## src/rtl/uart_report_scheduler_pkg.sv

```systemverilog
// Shared types and constants for the UART report scheduler: FSM states,
// frame type codes and the pending-bit priority order (index 0 = highest).
package uart_sched_pkg;

    typedef enum logic [2:0] {
        IDLE = 3'd0,
        LOAD = 3'd1,
        SEND = 3'd2,
        WAIT = 3'd3,
        GAP  = 3'd4
    } state_t;

    localparam logic [2:0] MSG_NONE  = 3'd0;
    localparam logic [2:0] MSG_COORD = 3'd1;
    localparam logic [2:0] MSG_LIGHT = 3'd2;
    localparam logic [2:0] MSG_WARN  = 3'd3;
    localparam logic [2:0] MSG_TIME  = 3'd4;

    localparam int PRIO_WARN  = 0;
    localparam int PRIO_LIGHT = 1;
    localparam int PRIO_COORD = 2;
    localparam int PRIO_TIME  = 3;

    function automatic logic [2:0] popcount4(input logic [3:0] v);
        return {2'b00, v[0]} + {2'b00, v[1]} + {2'b00, v[2]} + {2'b00, v[3]};
    endfunction

endpackage

```

## src/rtl/uart_report_scheduler_if.sv

```systemverilog
// Frame handshake between the report scheduler (master) and the UART sender (slave).
interface uart_report_scheduler_if;
    logic        tx_start;
    logic [2:0]  msg_type;
    logic [39:0] payload;
    logic        tx_busy;
    logic        tx_done;

    modport master (output tx_start, output msg_type, output payload,
                    input  tx_busy,  input  tx_done);
    modport slave  (input  tx_start, input  msg_type, input  payload,
                    output tx_busy,  output tx_done);
endinterface

```

## src/rtl/uart_report_scheduler_prio_arb.sv

```systemverilog
// Fixed-priority one-hot grant over the four pending bits; bit 0 wins.
module sched_prio_arb (
    input  logic [3:0] req,
    output logic [3:0] grant,
    output logic       any_req
);

    // Lowest set index gets the grant.
    always_comb begin
        grant   = 4'b0000;
        any_req = |req;
        if (req[0]) begin
            grant = 4'b0001;
        end else if (req[1]) begin
            grant = 4'b0010;
        end else if (req[2]) begin
            grant = 4'b0100;
        end else if (req[3]) begin
            grant = 4'b1000;
        end else begin
            grant = 4'b0000;
        end
    end

endmodule

```

## src/rtl/uart_report_scheduler.sv

```systemverilog
// Collects report events into sticky pending bits and feeds one frame at a
// time to the UART sender, with a done-timeout and an inter-frame gap.
module uart_report_scheduler
    import uart_sched_pkg::*;
#(
    parameter int MIN_GAP_CYCLES = 1000,
    parameter int TIMEOUT_CYCLES = 2000000
) (
    input  logic        clk,
    input  logic        reset,
    input  logic        fix_coord_valid,
    input  logic        tr_light_valid,
    input  logic        val_warn_car,
    input  logic        val_warn_human,
    input  logic        tick_sec,
    input  logic [9:0]  x_min,
    input  logic [9:0]  x_max,
    input  logic [9:0]  y_min,
    input  logic [9:0]  y_max,
    input  logic        tr_light,
    input  logic [4:0]  red_left_time,
    input  logic [4:0]  green_left_time,
    input  logic        warn_car,
    input  logic        warn_human,
    input  logic        traffic_amount,
    uart_report_scheduler_if.master tx,
    output logic        sched_busy,
    output logic [7:0]  drop_count,
    output logic        timeout_err
);

    localparam int CNT_MAX      = (TIMEOUT_CYCLES > MIN_GAP_CYCLES) ? TIMEOUT_CYCLES : MIN_GAP_CYCLES;
    localparam int CNT_W        = (CNT_MAX < 2) ? 1 : $clog2(CNT_MAX + 1);
    localparam int TIMEOUT_LAST = (TIMEOUT_CYCLES < 1) ? 0 : TIMEOUT_CYCLES - 1;
    localparam int GAP_LAST     = (MIN_GAP_CYCLES < 1) ? 0 : MIN_GAP_CYCLES - 1;

    state_t             state_r;
    logic [3:0]         pend_r;
    logic [3:0]         req_s;
    logic [3:0]         clr_s;
    logic [3:0]         drop_s;
    logic [3:0]         grant_s;
    logic               any_pend_s;
    logic [8:0]         drop_sum_s;
    logic [7:0]         drop_count_r;
    logic [CNT_W-1:0]   cnt_r;
    logic               tx_start_r;
    logic [2:0]         msg_type_r;
    logic [39:0]        payload_r;
    logic               timeout_err_r;

    sched_prio_arb u_arb (
        .req     (pend_r),
        .grant   (grant_s),
        .any_req (any_pend_s)
    );

    // Map event pulses onto pending-bit positions and work out clears and drops.
    always_comb begin
        req_s             = 4'b0000;
        req_s[PRIO_WARN]  = val_warn_car | val_warn_human;
        req_s[PRIO_LIGHT] = tr_light_valid;
        req_s[PRIO_COORD] = fix_coord_valid;
        req_s[PRIO_TIME]  = tick_sec;
        if (state_r == LOAD) begin
            clr_s = grant_s;
        end else begin
            clr_s = 4'b0000;
        end
        // A request racing its own clear re-arms the bit and is not a drop.
        drop_s     = req_s & pend_r & ~clr_s;
        drop_sum_s = {1'b0, drop_count_r} + {6'b000000, popcount4(drop_s)};
    end

    // Sticky pending bits and the saturating coalesce counter.
    always_ff @(posedge clk) begin
        if (reset) begin
            pend_r       <= 4'b0000;
            drop_count_r <= 8'd0;
        end else begin
            pend_r       <= (pend_r & ~clr_s) | req_s;
            drop_count_r <= drop_sum_s[8] ? 8'hFF : drop_sum_s[7:0];
        end
    end

    // Frame sequencer; cnt_r times both the done-wait and the gap.
    always_ff @(posedge clk) begin
        if (reset) begin
            state_r       <= IDLE;
            tx_start_r    <= 1'b0;
            msg_type_r    <= MSG_NONE;
            payload_r     <= 40'd0;
            cnt_r         <= '0;
            timeout_err_r <= 1'b0;
        end else begin
            tx_start_r <= 1'b0;
            case (state_r)
                IDLE: begin
                    cnt_r <= '0;
                    if (any_pend_s || (|req_s)) begin
                        state_r <= LOAD;
                    end else begin
                        state_r <= IDLE;
                    end
                end
                LOAD: begin
                    state_r <= SEND;
                    if (grant_s[PRIO_WARN]) begin
                        msg_type_r <= MSG_WARN;
                        payload_r  <= {37'd0, warn_car, warn_human, traffic_amount};
                    end else if (grant_s[PRIO_LIGHT]) begin
                        msg_type_r <= MSG_LIGHT;
                        payload_r  <= {29'd0, tr_light, red_left_time, green_left_time};
                    end else if (grant_s[PRIO_COORD]) begin
                        msg_type_r <= MSG_COORD;
                        payload_r  <= {x_min, x_max, y_min, y_max};
                    end else if (grant_s[PRIO_TIME]) begin
                        msg_type_r <= MSG_TIME;
                        payload_r  <= {29'd0, tr_light, red_left_time, green_left_time};
                    end else begin
                        msg_type_r <= MSG_NONE;
                        payload_r  <= 40'd0;
                    end
                end
                SEND: begin
                    if (!tx.tx_busy) begin
                        tx_start_r <= 1'b1;
                        cnt_r      <= '0;
                        state_r    <= WAIT;
                    end else begin
                        state_r    <= SEND;
                    end
                end
                WAIT: begin
                    if (tx.tx_done) begin
                        cnt_r   <= '0;
                        state_r <= GAP;
                    end else if (cnt_r >= CNT_W'(TIMEOUT_LAST)) begin
                        timeout_err_r <= 1'b1;
                        cnt_r         <= '0;
                        state_r       <= GAP;
                    end else begin
                        cnt_r <= cnt_r + {{(CNT_W-1){1'b0}}, 1'b1};
                    end
                end
                GAP: begin
                    if (cnt_r >= CNT_W'(GAP_LAST)) begin
                        state_r <= IDLE;
                    end else begin
                        cnt_r <= cnt_r + {{(CNT_W-1){1'b0}}, 1'b1};
                    end
                end
                default: begin
                    state_r <= IDLE;
                end
            endcase
        end
    end

    assign tx.tx_start  = tx_start_r;
    assign tx.msg_type  = msg_type_r;
    assign tx.payload   = payload_r;
    assign sched_busy   = (state_r != IDLE);
    assign drop_count   = drop_count_r;
    assign timeout_err  = timeout_err_r;

endmodule

```

## src/flat_wrapper.sv

```systemverilog
// flat-port wrapper written by rule: the top's interface ports become plain ports
module uart_report_scheduler_flat import uart_sched_pkg::*;
#(
    parameter int MIN_GAP_CYCLES = 1000,
    parameter int TIMEOUT_CYCLES = 2000000
)
  (clk, reset, fix_coord_valid, tr_light_valid, val_warn_car, val_warn_human, tick_sec, x_min, x_max, y_min, y_max, tr_light, red_left_time, green_left_time, warn_car, warn_human, traffic_amount, sched_busy, drop_count, timeout_err, tx_tx_start, tx_msg_type, tx_payload, tx_tx_busy, tx_tx_done);
  uart_report_scheduler_if tx_i ();
  input  logic clk;
  input  logic reset;
  input  logic fix_coord_valid;
  input  logic tr_light_valid;
  input  logic val_warn_car;
  input  logic val_warn_human;
  input  logic tick_sec;
  input  logic [9:0] x_min;
  input  logic [9:0] x_max;
  input  logic [9:0] y_min;
  input  logic [9:0] y_max;
  input  logic tr_light;
  input  logic [4:0] red_left_time;
  input  logic [4:0] green_left_time;
  input  logic warn_car;
  input  logic warn_human;
  input  logic traffic_amount;
  output logic sched_busy;
  output logic [7:0] drop_count;
  output logic timeout_err;
  output wire logic [$bits(tx_i.tx_start)-1:0] tx_tx_start;
  output wire logic [$bits(tx_i.msg_type)-1:0] tx_msg_type;
  output wire logic [$bits(tx_i.payload)-1:0] tx_payload;
  input wire logic [$bits(tx_i.tx_busy)-1:0] tx_tx_busy;
  input wire logic [$bits(tx_i.tx_done)-1:0] tx_tx_done;
  assign tx_tx_start = tx_i.tx_start;
  assign tx_msg_type = tx_i.msg_type;
  assign tx_payload = tx_i.payload;
  assign tx_i.tx_busy = tx_tx_busy;
  assign tx_i.tx_done = tx_tx_done;
  uart_report_scheduler #(.MIN_GAP_CYCLES(MIN_GAP_CYCLES), .TIMEOUT_CYCLES(TIMEOUT_CYCLES)) u_core (.clk(clk), .reset(reset), .fix_coord_valid(fix_coord_valid), .tr_light_valid(tr_light_valid), .val_warn_car(val_warn_car), .val_warn_human(val_warn_human), .tick_sec(tick_sec), .x_min(x_min), .x_max(x_max), .y_min(y_min), .y_max(y_max), .tr_light(tr_light), .red_left_time(red_left_time), .green_left_time(green_left_time), .warn_car(warn_car), .warn_human(warn_human), .traffic_amount(traffic_amount), .tx(tx_i), .sched_busy(sched_busy), .drop_count(drop_count), .timeout_err(timeout_err));
endmodule
```

## config.mk

```make
export PLATFORM = sky130hd
export DESIGN_NAME = uart_report_scheduler_flat
export DESIGN_NICKNAME = d
export VERILOG_FILES = /design/src/rtl/uart_report_scheduler_pkg.sv /design/src/rtl/uart_report_scheduler_if.sv /design/src/rtl/uart_report_scheduler_prio_arb.sv /design/src/rtl/uart_report_scheduler.sv /design/src/flat_wrapper.sv
export SDC_FILE = /design/constraint.sdc
export NUM_CORES = 1
export LEC_CHECK = 0
export BUFFER_PORTS_ARGS = -buffer_cell sky130_fd_sc_hd__buf_2
export CORE_ASPECT_RATIO = 0.6
export CORE_MARGIN = 8
export CORE_UTILIZATION = 54
export CTS_CLUSTER_DIAMETER = 150
export DETAILED_ROUTE_END_ITERATION = 8
export PLACE_DENSITY = 0.89
export SLEW_MARGIN = 10
export SYNTH_ARGS = -nofsm -noshare
export SYNTH_HDL_FRONTEND = slang
export SYNTH_SLANG_ARGS = --single-unit
```

## constraint.sdc

```tcl
create_clock -name clk -period 7.2 [get_ports clk]
set_input_delay 1.44 -clock clk [delete_from_list [all_inputs] [get_ports clk]]
set_output_delay 1.44 -clock clk [all_outputs]
set_load 0.02 [all_outputs]
```

==> impl_metrics.yaml <==
timing:
  final.setup_skew_ns: 0.01055
  post-route-period-util: 0.5426
  hold_violations: 0
  worst_pin_slew_ns: 1.151
  setup-violations-final: 0
  whs_ns: 0.4671
  fin_ws_ns: 3.293
  tns_ns: 0
  relSlewSlack: 0.2326
  fin_crit_ns: 3.907
  rsz0062_at_grt: "no"
  slew_viol_final: 0
  fmax_mhz: 256.0
routing:
  routedWlPerCell_um: 16.25
  drc: 0
  ant_nets: 0
  wirelength_um: 9769
  drt_iter0_drc: 356
  via_per_inst: 5.770
  drt-pass1-iter-count: 5
  vias: 3468
floorplan:
  fp.dieW_um: 120.2
  fp-row-count: 22
  start_util: 0.5660
  die_y_um: 78.55
  ioPinCount: 117
  die_area_um2: 9445
  coreArea_um2: 6221
cts:
  tritoncts: "done"
  cts_resized: 0
  post-cts-setup-buffers: 0
  clk_pin_slew_ns: 0.08
  cts_root_buf: "clkbuf_8"
  clockBufferDepth: 2
  htreeDepth: 3
  cts_hold_buf: 0
  cts_buffers: 9
  clock-sinks: 81
  clock_latency_ns: 0.35
yosys:
  synthDistinctLibCells: 45
  dominantRegCellSynth: "dfxtp_1"
  synthTopCellsByCount: "nor2_1 (85), dfxtp_1 (81), a22oi_1 (29)"
  synth_area_leaders: "dfxtp_1 (46%), nor2_1 (9.1%), a22oi_1 (6.2%), xor2_1 (4.5%), a21oi_1 (2.7%)"
  syn_inst: 407
  yosys.area.top_type: "dfxtp_1"
  synth_nets: 478
  synth_seq_cells: 81
  syn_avg_cell_area_um2: 8.651
  synth_top_area_frac: 0.4606
  synthArstFlopShare: 0
  seq_area_frac_synth: 0.4606
  yosys_warnings: 0
  synth.most_common_cell: "nor2_1"
  synth_edf_count: 0
  syn-cell-area_um2: 3521
global_routing:
  grt_max_degree: 67
  grt_pass1_vias: 3238
  antenna_found_initial: 0
  grt_pass1_wl_um: 16060
  track_usage: 0.2055
  grt-ovfl-total: 0
placement:
  port_buffers: 116
  pre_cts_ws_ns: 2.935
  dp.cells: 585
  place_hpwl_um: 7195
  gp_congestion: 0.8553
  post_dp_cell_area_um2: 4110
power:
  power_per_cell_area_nw_per_um2: 236.3
  p_clk_frac: 0.355
  p_int_uw: 728.6
  power_mw: 1.023
  comb_power_share: 0.167
  switching_share: 0.2877
  p_switching_uw: 294.4
  p_leak_nw: 1.914
  peakVddDrop_mv: 0.1375
  pwr-share-seq: 0.478
final_layout:
  stdcell_count: 601
  stdcell_area_um2: 4329
  fillerInstances: 493
  antennaDiodeCount: 0
  nets: 583
  post-route-util: 0.6959
  layout-drive-gt1-share: 0.2650
  synthToLayoutAreaGrowth_pct: 22.96
run_status:
  outcome: "finished clean"
critical_path:
  start_kind: "primary input"
  crit_arrival_ns: 4.17
  crit_fanout: 6
  endpoint_kind: "flip-flop"
  crit_type: "primary input to flip-flop"
  required_ns: 7.46
hold_path:
  hp-class: "flip-flop to flip-flop"
run:
  cap_violations: 0
==> final timing paths <==
check        cells past startpoint  slack (ns)                    end                   from
max reg2reg                     13        3.35   u_core.drop_count[5]      u_core.state_r[0]
max                             13        3.29   u_core.drop_count[5]         val_warn_human
min                              2        0.47  u_core.tx.msg_type[2]  u_core.tx.msg_type[2]
min reg2reg                      2        0.47  u_core.tx.msg_type[2]  u_core.tx.msg_type[2]
==> cells in the final DEF, fill, tap and decap left out, types with 2 or more instances in the layout <==
| cell | count |
|---|---|
| a221oi_1 | 8 |
| or3_1 | 3 |
| o2111ai_1 | 2 |
| nor2b_1 | 4 |
| and3_1 | 9 |
| dfxtp_1 | 81 |
| o21ai_0 | 7 |
| nor4_1 | 2 |
| a211oi_1 | 6 |
| buf_2 | 116 |
| xor2_1 | 18 |
| nor2_1 | 85 |
| clkbuf_8 | 9 |
| a22oi_1 | 29 |
| fa_1 | 2 |
| and2_1 | 3 |
| nand2_1 | 22 |
| bufinv_16 | 2 |
| nor3_1 | 19 |
| nand4_1 | 5 |
| nand2b_1 | 3 |
| a21o_1 | 2 |
| buf_4 | 2 |
| a21oi_1 | 19 |
| and4_1 | 2 |
| a222oi_1 | 3 |
| nand3_1 | 15 |
| inv_1 | 10 |
| xnor2_1 | 4 |
| clkinvlp_4 | 3 |
| ha_1 | 6 |
==> power groups by stage <==
stage | Sequential (mW) | Clock (mW) | Combinational [mW]
3_3_place_gp | 0.498 | 0 | 0.164
4_1_cts | 0.489 | 0.367 | 0.171
5_1_grt | 0.492 | 0.388 | 0.190
3_5_place_dp | 0.499 | 0 | 0.170
2_1_floorplan | 0.516 | 0 | 0.0925
6_report | 0.489 | 0.363 | 0.171
==> worst max-delay path, stage by stage <==
cell       delay [ns]
buf_2            0.10
nor2_1           0.20
nor2_1           0.09
ha_1             0.32
fa_1             0.39
ha_1             0.30
inv_1            0.06
fa_1             0.41
nor2b_1          0.16
o2111ai_1        0.18
inv_1            0.12
nand3_1          0.20
a21oi_1          0.19
==> state kept, by name, summed over array words and instances, names as in the netlist <==
name,cells
u_core.cnt_r,21
u_core.drop_count,8
u_core.pend_r,4
u_core.state_r,3
u_core.timeout_err,1
u_core.tx.msg_type,3
u_core.tx.payload,40
u_core.tx.tx_start,1
==> cell type report <==
type / instances / area [µm²] / share of cell area
Sequential cell: 81 / 1622 / 0.3746
Clock inverter: 6 / 91.34 / 0.02110
Multi-Input combinational cell: 292 / 1750 / 0.4043
Inverter: 10 / 37.54 / 0.008671
Timing Repair Buffer: 118 / 595.6 / 0.1376
Clock buffer: 10 / 127.6 / 0.02948
Tap cell: 84 / 105.1 / 0.02428
==> kinds of logic (layout without fill, tap and decap cells) <==
kind of cell | count (synthesis) | after routing | share of synthesized area
simple gates | 177 | 177 | 0.2370
compound gates | 84 | 84 | 0.1699
flops | 81 | 81 | 0.4606
buf+inv | 34 | 144 | 0.04229
xor+xnor | 22 | 22 | 0.05473
fa+ha+maj | 8 | 8 | 0.03269
mux | 1 | 1 | 0.002843
==> layer usage <==
metal | routed length [µm] | up-vias | GRT usage
met1 | 4248 | 1646 | 0.2633
met2 | 4454 | 164 | 0.3204
met5 | 0 | - | 0
li1 | - | 1648 | -
met4 | 99 | 0 | 0.06444
met3 | 967 | 10 | 0.07000
Power figures use the tool's default switching activity.
